**src/rtl/mem_arbiter.sv**
```systemverilog
// mem_arbiter: two-requester arbiter for a single-port data memory (IDLE/ACCESS/RESP FSM).
// Define MEM_ARB_RR_EN for round-robin tie-breaking; otherwise requester 0 wins every tie.
module mem_arbiter #(
   parameter int DATA_WIDTH = 8,
   parameter int ADDR_BITS  = 5
) (
   input  logic                  clk,
   input  logic                  rst,
   input  logic                  req0,
   input  logic                  req1,
   input  logic [ADDR_BITS-1:0]  addr0,
   input  logic [ADDR_BITS-1:0]  addr1,
   input  logic [DATA_WIDTH-1:0] wdata0,
   input  logic [DATA_WIDTH-1:0] wdata1,
   input  logic                  we0,
   input  logic                  we1,
   output logic                  ack0,
   output logic                  ack1,
   output logic [DATA_WIDTH-1:0] rdata0,
   output logic [DATA_WIDTH-1:0] rdata1,
   output logic [ADDR_BITS-1:0]  mem_addr,
   output logic [DATA_WIDTH-1:0] mem_data_in,
   output logic                  mem_wen,
   input  logic [DATA_WIDTH-1:0] mem_data_out,
   output logic                  busy,
   output logic                  grant_id
);
   localparam logic [1:0] IDLE = 2'd0, ACCESS = 2'd1, RESP = 2'd2;
   logic [1:0] state, next_state;
   logic       grant, win, we_q;
   assign grant = (state == IDLE) && (req0 || req1);
`ifdef MEM_ARB_RR_EN
   logic last_grant;
   assign win = (req0 && req1) ? ~last_grant : ~req0;
   always_ff @(posedge clk or negedge rst)
      if (!rst) last_grant <= 1'b1;
      else if (grant) last_grant <= win;
`else
   assign win = ~req0;
`endif
   always_ff @(posedge clk or negedge rst)
      if (!rst) state <= IDLE;
      else state <= next_state;
   always_comb
      next_state = (state == IDLE) ? ((req0 || req1) ? ACCESS : IDLE) :
                   (state == ACCESS) ? RESP : IDLE;
   always_ff @(posedge clk or negedge rst)
      if (!rst) begin
         mem_addr    <= '0;
         mem_data_in <= '0;
         we_q        <= 1'b0;
         grant_id    <= 1'b0;
      end else if (grant) begin
         mem_addr    <= win ? addr1 : addr0;
         mem_data_in <= win ? wdata1 : wdata0;
         we_q        <= win ? we1 : we0;
         grant_id    <= win;
      end
   // write strobe is gated by state so an async reset kills it mid-access
   always_comb begin
      busy    = (state == ACCESS) || (state == RESP);
      mem_wen = (state == ACCESS) && we_q;
      ack0    = (state == RESP) && !grant_id;
      ack1    = (state == RESP) && grant_id;
      rdata0  = ack0 ? mem_data_out : '0;
      rdata1  = ack1 ? mem_data_out : '0;
   end
endmodule

```
**config.mk**
```make
export PLATFORM = sky130hd
export DESIGN_NAME = mem_arbiter
export DESIGN_NICKNAME = d
export VERILOG_FILES = /design/src/rtl/mem_arbiter.sv
export SDC_FILE = /design/constraint.sdc
export NUM_CORES = 1
export LEC_CHECK = 0
export BUFFER_PORTS_ARGS = -buffer_cell sky130_fd_sc_hd__buf_2
export CAP_MARGIN = 15
export CELL_PAD_IN_SITES_DETAIL_PLACEMENT = 0
export CELL_PAD_IN_SITES_GLOBAL_PLACEMENT = 1
export CORE_UTILIZATION = 27
export DETAILED_ROUTE_END_ITERATION = 7
export PLACE_DENSITY_LB_ADDON = 0.1
export SLEW_MARGIN = 15
export SYNTH_ARGS = -nofsm -noshare
export SYNTH_HDL_FRONTEND = slang
export SYNTH_SLANG_ARGS = --single-unit
export TNS_END_PERCENT = 20
```
**constraint.sdc**
```tcl
create_clock -name clk -period 1.9 [get_ports clk]
set_clock_uncertainty 0.1 [all_clocks]
set_input_delay 0.19 -clock clk [delete_from_list [all_inputs] [get_ports clk]]
set_output_delay 0.19 -clock clk [all_outputs]
set_load 0.1 [all_outputs]
```
==> metrics.txt, run 1 <==
RSZ-0062 raised after global routing=true; cell count after synthesis=110; status=finished clean; Async S/R FF share, synth=100%; Root Buffer=clkbuf_8; worst slew pin tran=0.605 ns; vias per cell=4.45; Starting Density=29.2%; Synth Flop Type=dfrtp_1; crit path DAT=1.55 ns; R2R depth=5; crit-path max FO=9; WL met2=1.35 mm; Synth Register Bits=17; DIE AREA=3960 sq um; TritonRoute pass-1 iters=4; number of stages on the worst setup path=6; clk buf depth=2; first-pass GRT wire length=4.77 mm; FILL cells=323; crit-path max cell delay=0.40 ns; # diodes=0; Max-Cap Viols=0; critical path, cell by cell=inv_1 > ha_1 > nor2b_1 > buf_4 > and2_4 > buf_12; GRT Overall Usage=15.3%; # setup viols final=0; count leader, synth=inv_1; Hold Path Class=in -> reg; Die Wd=63.0 um; die height=63.0 um; post-synthesis sequential area ratio=42.4%; I/O Buffers=73; leading area contributor after synthesis=dfrtp_1; CP Capture Type=primary output; # nets final=232; post-route antenna net violation count=0; EDFF count, synth=0; clk sinks=17; Slew Limit Headroom=59.7%; DR vias=1038; DR iter-0 viols=64; initial antenna violation count=0; num ports=74; vias in the first global route=1028; Metal-1 WL=1.22 mm; Slew Viols, Final=0; worst setup path startpoint=state[0]; highest routed layer=met4; Core ar.=3440 sq um; drt total wl=2.80 mm; Clock Latency Late Sink=0.25 ns; CTS tree=yes; Worst Hold Depth=3; clk slew on worst S/H paths=0.06 ns; CTS buffer count=3; Commonest cells post-synth=inv_1 (30), dfrtp_1 (17), nor2b_1 (15); mapped cell area=1000 sq um; final worst path period need=1.84 ns; post-route cell area=1800 sq um; share of layout cells above drive strength 1=54.5%; final hold vios=0; H-tree Lvls=1; fmax=544 MHz; worst path bufs/invs=3; site row count=21; drt wl/cell=12.0 um; top post-synthesis cells by area=dfrtp_1 (42%), a222oi_1 (13%), inv_1 (11%); Crit path max-delay family=buffers and inverters; reg-to-reg startpoint=state[0]; Syn Nets=154; area grow syn2layout=79.2%; CP startpoint kind=register; routability cong.=0.648; unique cell type count in the Yosys netlist=16; Final Util=52.2%; Tcrit/Tclk final=96.8%; CP max-delay cell=dfrtp_1; GRT overflow=0; WS Path Type=reg -> out; DRC errors left=0; Synth top area share=42.4%; met3 wire len=197 um; average cell area after synthesis=9.12 sq um; CP required=1.61 ns; detailed placement HPWL=2.24 mm; largest net degree at the start of global routing=18; hold path start=wdata0[5]; DP Area=1740 sq um; Ys Warns=0
==> cell usage in the layout (no fill, tap or decap) <==
cell | Yosys | layout
a211oi_1 | 1 | 1
a21oi_1 | 1 | 1
a222oi_1 | 13 | 13
and2_0 | 1 | 1
and2_1 | 10 | 1
and2_2 | 0 | 1
and2_4 | 0 | 8
and3_2 | 0 | 8
and3b_1 | 1 | 1
and4bb_2 | 1 | 1
buf_12 | 0 | 18
buf_2 | 3 | 55
buf_4 | 0 | 5
clkbuf_1 | 3 | 1
clkbuf_8 | 0 | 3
dfrtp_1 | 17 | 16
dfrtp_2 | 0 | 1
dlygate4sd3_1 | 0 | 1
ha_1 | 4 | 4
inv_1 | 30 | 30
nor2_1 | 1 | 1
nor2b_1 | 15 | 14
nor2b_2 | 0 | 1
o21ai_2 | 1 | 1
==> stage by stage <==
step           std cells  setup slack (ns)  setup TNS (ns)  hold slack, ns
2_1_floorplan        110            0.0156               0          -0.206
3_3_place_gp         228            0.0659               0          0.0334
3_5_place_dp         228            0.0262               0          0.0348
4_1_cts              233            0.0246               0          0.0723
5_1_grt              233           -0.0169         -0.0592          0.0773
6_report             233            0.0606               0          0.0742
==> path summary, 6_finish.rpt <==
kind	endpoint	slack, ns
max	rdata0[1]	0.06
max in group asynchronous	grant_id	1.11
min reg2reg	mem_data_in[6]	0.42
min in group asynchronous	mem_addr[4]	0.29
min	mem_data_in[5]	0.07
max reg2reg	we_q	0.32
==> routing by layer <==
metal,track usage [%],vias up
met5,0,-
met4,5.23,0
met3,3.65,4
met2,25.3,49
met1,19.3,466
li1,-,519
==> worst min-delay path, stage by stage <==
cell and delay (ns):
buf_2 0.09, inv_1 0.04, a222oi_1 0.05
==> logic make-up (layout without fill, tap and decap cells) <==
group | after synthesis | count (layout) | share of synthesized area [%]
simple gates | 37 | 37 | 23.7
buf+inv | 36 | 113 | 13.8
compound gates | 16 | 16 | 15.1
fa+ha+maj | 4 | 4 | 4.99
flops | 17 | 17 | 42.4
==> flip-flops by register name, summed over array words and instances (netlist names) <==
| signal | cells |
|---|---|
| state | 2 |
| mem_addr | 5 |
| mem_data_in | 8 |
| we_q | 1 |
| grant_id | 1 |
==> final cells by class <==
| cell class | count | area [sq um] | area share, % |
|---|---|---|---|
| Timing Repair Buffer | 79 | 683 | 38.0 |
| Inverter | 30 | 113 | 6.26 |
| Tap cell | 46 | 57.6 | 3.20 |
| Sequential cell | 17 | 427 | 23.7 |
| Clock buffer | 4 | 45.0 | 2.51 |
| Multi-Input combinational cell | 57 | 473 | 26.3 |
==> timing repair <==
action / 4_1_cts / 5_1_grt
hold buffers: 1 / 0
hold endpoints to repair: 17 / 0
resized for setup: 0 / 1
buffers inserted: 0 / 0
setup endpoints to repair: 0 / 21
Power of run 1 is not shown: default switching activity piles up to over one toggle a cycle in this logic, so the estimate is an artifact.
==> run 2: changes to the inputs <==
- clock period: 1.9 -> 2.09 ns (I/O delays scaled with it)
==> run 2 against run 1 <==
- critical path depth stayed put
- global-route usage increased by 0.40 points
- core utilization is 4.6 points lower
- non-clock buffer count decreased by 2
- worst setup slack better by 0.049 ns
- die area unchanged
- sequential cell count is the same
- highest routed layer is now met3
- cell area decreased by 8.8%
- sequential share of layout area increased by 2.2 points
- final cell count is 0.86% lower
- register-to-register slack gained 0.05 ns
- via count down 1.9%
==> metrics.txt, run 2 (synthesized netlist as in run 1, its figures left out) <==
status=finished clean; CTS buffer count=3; fmax=505 MHz; crit path DAT=1.67 ns; Starting Density=29.2%; die height=63.0 um; DIE AREA=3960 sq um; Max-Cap Viols=0; GRT overflow=0; Reg with most FFs=mem_data_in; Slew Limit Headroom=58.0%; num ports=74; routability cong.=0.665; drt total wl=2.84 mm; drt wl/cell=12.3 um; Core ar.=3440 sq um; worst slew pin tran=0.630 ns; max reg flops=8; post-route cell area=1640 sq um; Root Buffer=clkbuf_8; largest net degree at the start of global routing=18; CP max-delay cell=dfrtp_1; # nets final=230; I/O Buffers=73; commonest cells after routing, fill and taps aside=buf_2 (64), inv_1 (30), dfrtp_1 (17); final worst path period need=1.98 ns; CP required=1.78 ns; vias in the first global route=1084; RSZ-0062 raised after global routing=false; critical path, cell by cell=inv_1 > ha_2 > nor2b_1 > buf_4 > and2_4 > buf_12; crit-path max FO=10; CP Capture Type=primary output; WS Path Type=reg -> out; # setup viols final=0; first-pass GRT wire length=5.02 mm; GRT Overall Usage=15.7%; H-tree Lvls=1; area grow syn2layout=63.3%; DR vias=1018; share of layout cells above drive strength 1=49.7%; final hold vios=0; post-route antenna net violation count=0; commonest non-fill, non-tap cell in the layout=buf_2; setup bufs post-CTS=0; DR iter-0 viols=100; DP Area=1580 sq um; crit-path max cell delay=0.40 ns; FILL cells=353; Die Wd=63.0 um; # diodes=0; Tcrit/Tclk final=94.7%; DRC errors left=0; Hold Path Class=in -> reg; CTS tree=yes; detailed placement HPWL=2.23 mm; CP startpoint kind=register; vias per cell=4.41; Largest regs=mem_data_in (8), mem_addr (5), state (2); clk slew on worst S/H paths=0.07 ns; TritonRoute pass-1 iters=4; clk sinks=17; Slew Viols, Final=0; initial antenna violation count=0; Clock Latency Late Sink=0.25 ns; clk buf depth=2; site row count=21
## run 2: per-layer routing
layer	track usage [%]	wire length, um	up-vias
li1	-	-	513
met1	21.7	1320	469
met2	25.1	1350	36
met3	4.56	169	0
met4	0.872	0	0
met5	0	0	-
## run 2: worst paths after layout
path                                  endpoint  cells after the start            from  slack (ns)
worst min register to register  mem_data_in[6]                      2  mem_data_in[6]        0.42
worst max-delay path                 rdata0[0]                      6        state[0]        0.11
min in group asynchronous          mem_addr[0]                      2             rst        0.31
max in group asynchronous             grant_id                      2             rst        1.30
worst max register to register  mem_data_in[0]                      4        state[0]        0.37
worst min-delay path               mem_addr[0]                      3        addr0[0]        0.09
## run 2: area by class of cell
type	instances	area, sq um	share of cell area [%]
repair buffers	77	533	32.5
multi-input cells	57	465	28.4
flip-flops and latches	17	425	26.0
inverters	30	113	6.87
well taps	46	57.6	3.51
clock buffers	4	45.0	2.75
## run 2: stage by stage
stage          hold slack [ns]  worst slack, ns  utilization (%)  setup TNS [ns]  std cells
2_1_floorplan           -0.187           -0.217                -           -1.70        110
3_3_place_gp            0.0559            0.145             45.9               0        226
3_5_place_dp            0.0536           0.0569             45.9               0        226
4_1_cts                 0.0934           0.0347             47.5               0        231
5_1_grt                  0.102           0.0121             47.6               0        231
6_report                0.0923            0.110             47.6               0        231
## run 2: timing repair
action,4_1_cts,5_1_grt
gates resized for setup,0,2
hold buffers,1,0
hold endpoints to repair,17,0
endpoints found under the setup margin,0,21
## run 2: worst max-delay path: cells and delay by family (launching register included)
| family | cells | cell delay, ns |
|---|---|---|
| adder cells (fa/ha/maj) | 1 | 0.26 |
| flip-flops | 1 | 0.40 |
| buffers and inverters | 3 | 0.43 |
| AND/OR/NAND/NOR | 2 | 0.31 |
Power of run 2 is left out for the same reason.
==> run 3: changes to the inputs <==
- BUFFER_PORTS_ARGS: -buffer_cell sky130_fd_sc_hd__buf_2 -> -buffer_cell sky130_fd_sc_hd__buf_4
- CELL_PAD_IN_SITES_DETAIL_PLACEMENT: 0 -> not set
- CELL_PAD_IN_SITES_GLOBAL_PLACEMENT: 1 -> not set
- CORE_UTILIZATION: 27 -> 40
- PLACE_DENSITY: not set -> 0.8
- PLACE_DENSITY_LB_ADDON: 0.1 -> not set
==> run 3 against run 2 <==
- sequential share of layout area down 0.60 points
- critical path depth unchanged
- core utilization up 25 points
==> metrics.txt, run 3 (synthesized netlist as in run 1, its figures left out) <==
status=finished clean; largest net degree at the start of global routing=18; drt wl/cell=13.0 um; CTS tree=yes; routability cong.=0.709; Max-Cap Viols=0; share of layout cells above drive strength 1=49.5%; area grow syn2layout=67.2%; hold path start=wdata0[5]; # nets final=229; detailed placement HPWL=2.13 mm; CP startpoint kind=register; CP Capture Type=primary output; H-tree Lvls=1; worst setup path startpoint=state[0]; Die Wd=52.1 um; Clock Latency Late Sink=0.28 ns; clk buf depth=2; final worst path period need=2.00 ns; Starting Density=43.7%; R2R depth=4; num ports=74; vias in the first global route=1033; WS Path Type=reg -> out; R2R Path End=mem_addr[4]; Slew Limit Headroom=59.2%; commonest non-fill, non-tap cell in the layout=buf_4; CP required=1.78 ns; clk slew on worst S/H paths=0.10 ns; post-route antenna net violation count=0; drt total wl=2.75 mm; flop-to-flop setup slack=0.33 ns; initial antenna violation count=0; crit-path max FO=10; Reg with most FFs=mem_data_in; GRT Overall Usage=22.1%; max reg flops=8; I/O Buffers=73; first-pass GRT wire length=4.46 mm; final hold vios=0; Core ar.=2300 sq um; reg-to-reg startpoint=state[0]; setup bufs post-CTS=0; crit path DAT=1.69 ns; TritonRoute pass-1 iters=6; RSZ-0062 raised after global routing=false; commonest cells after routing, fill and taps aside=buf_4 (67), inv_1 (30), dfrtp_1 (17); Tcrit/Tclk final=95.6%; Largest regs=mem_data_in (8), mem_addr (5), state (2); Slew Viols, Final=0; site row count=17; clk sinks=17; # diodes=0; DRC errors left=0; worst slew pin tran=0.611 ns; Hold Path Class=in -> reg; Non-Filler Instances=212; GRT overflow=0; DR vias=1059; # setup viols final=0; CP endpoint=rdata0[5]; DIE AREA=2710 sq um; placed insts=207; fmax=500 MHz; die height=52.1 um; Root Buffer=clkbuf_4; DR iter-0 viols=34; CTS buffer count=3; vias per cell=5.00
==> run 3: worst min-delay path by stage <==
stage | end | slack (ns) | cells after the start
final | mem_data_in[5] | 0.06 | 3
after global routing | we_q | 0.06 | 3
after floorplan | grant_id | -0.19 | 0
after detailed placement | mem_data_in[7] | -0.01 | 1
after CTS | mem_data_in[0] | 0.06 | 3
after global placement | mem_data_in[7] | -0.02 | 1
==> run 3: routing by layer <==
layer	vias to the layer above	track usage (%)	routed length, um
met1	485	24.2	1040
li1	512	-	-
met4	0	6.31	37
met3	6	4.68	236
met2	56	41.7	1440
met5	-	0	0
==> run 3: repair_timing <==
item                       4_1_cts  5_1_grt
hold buffers                     1        0
gates resized for setup          9        2
pin swaps                        0        0
setup endpoints to repair        8       21
hold endpoints to repair        17        0
==> run 3: worst max-delay path, cell delays in order (launching register included) <==
cell and delay (ns):
dfrtp_1 0.41, inv_1 0.14, ha_4 0.19, nor2b_1 0.13
buf_4 0.17, and2_4 0.15, buf_6 0.21
==> run 3: cell type report <==
type,instances,area (sq um)
clock buffer,4,26.3
tap,28,35.0
timing repair buffer,76,603
fill,172,619
multi-input combinational,57,475
inverter,30,113
sequential,17,425
==> run 3: metrics by stage <==
| step | TNS (ns) | area [sq um] | worst slack (ns) | hold slack, ns | utilization (%) |
|---|---|---|---|---|---|
| 2_1_floorplan | -1.70 | 1030 | -0.217 | -0.187 | - |
| 3_3_place_gp | 0 | 1600 | 0.192 | -0.0166 | 69.5 |
| 3_5_place_dp | 0 | 1600 | 0.122 | -0.0136 | 69.5 |
| 5_1_grt | 0 | 1680 | 0.00889 | 0.0610 | 73.0 |
| 6_report | 0 | 1680 | 0.0910 | 0.0648 | 73.0 |
| 4_1_cts | 0 | 1670 | 0.0354 | 0.0603 | 72.5 |
Power of run 3 is left out for the same reason.
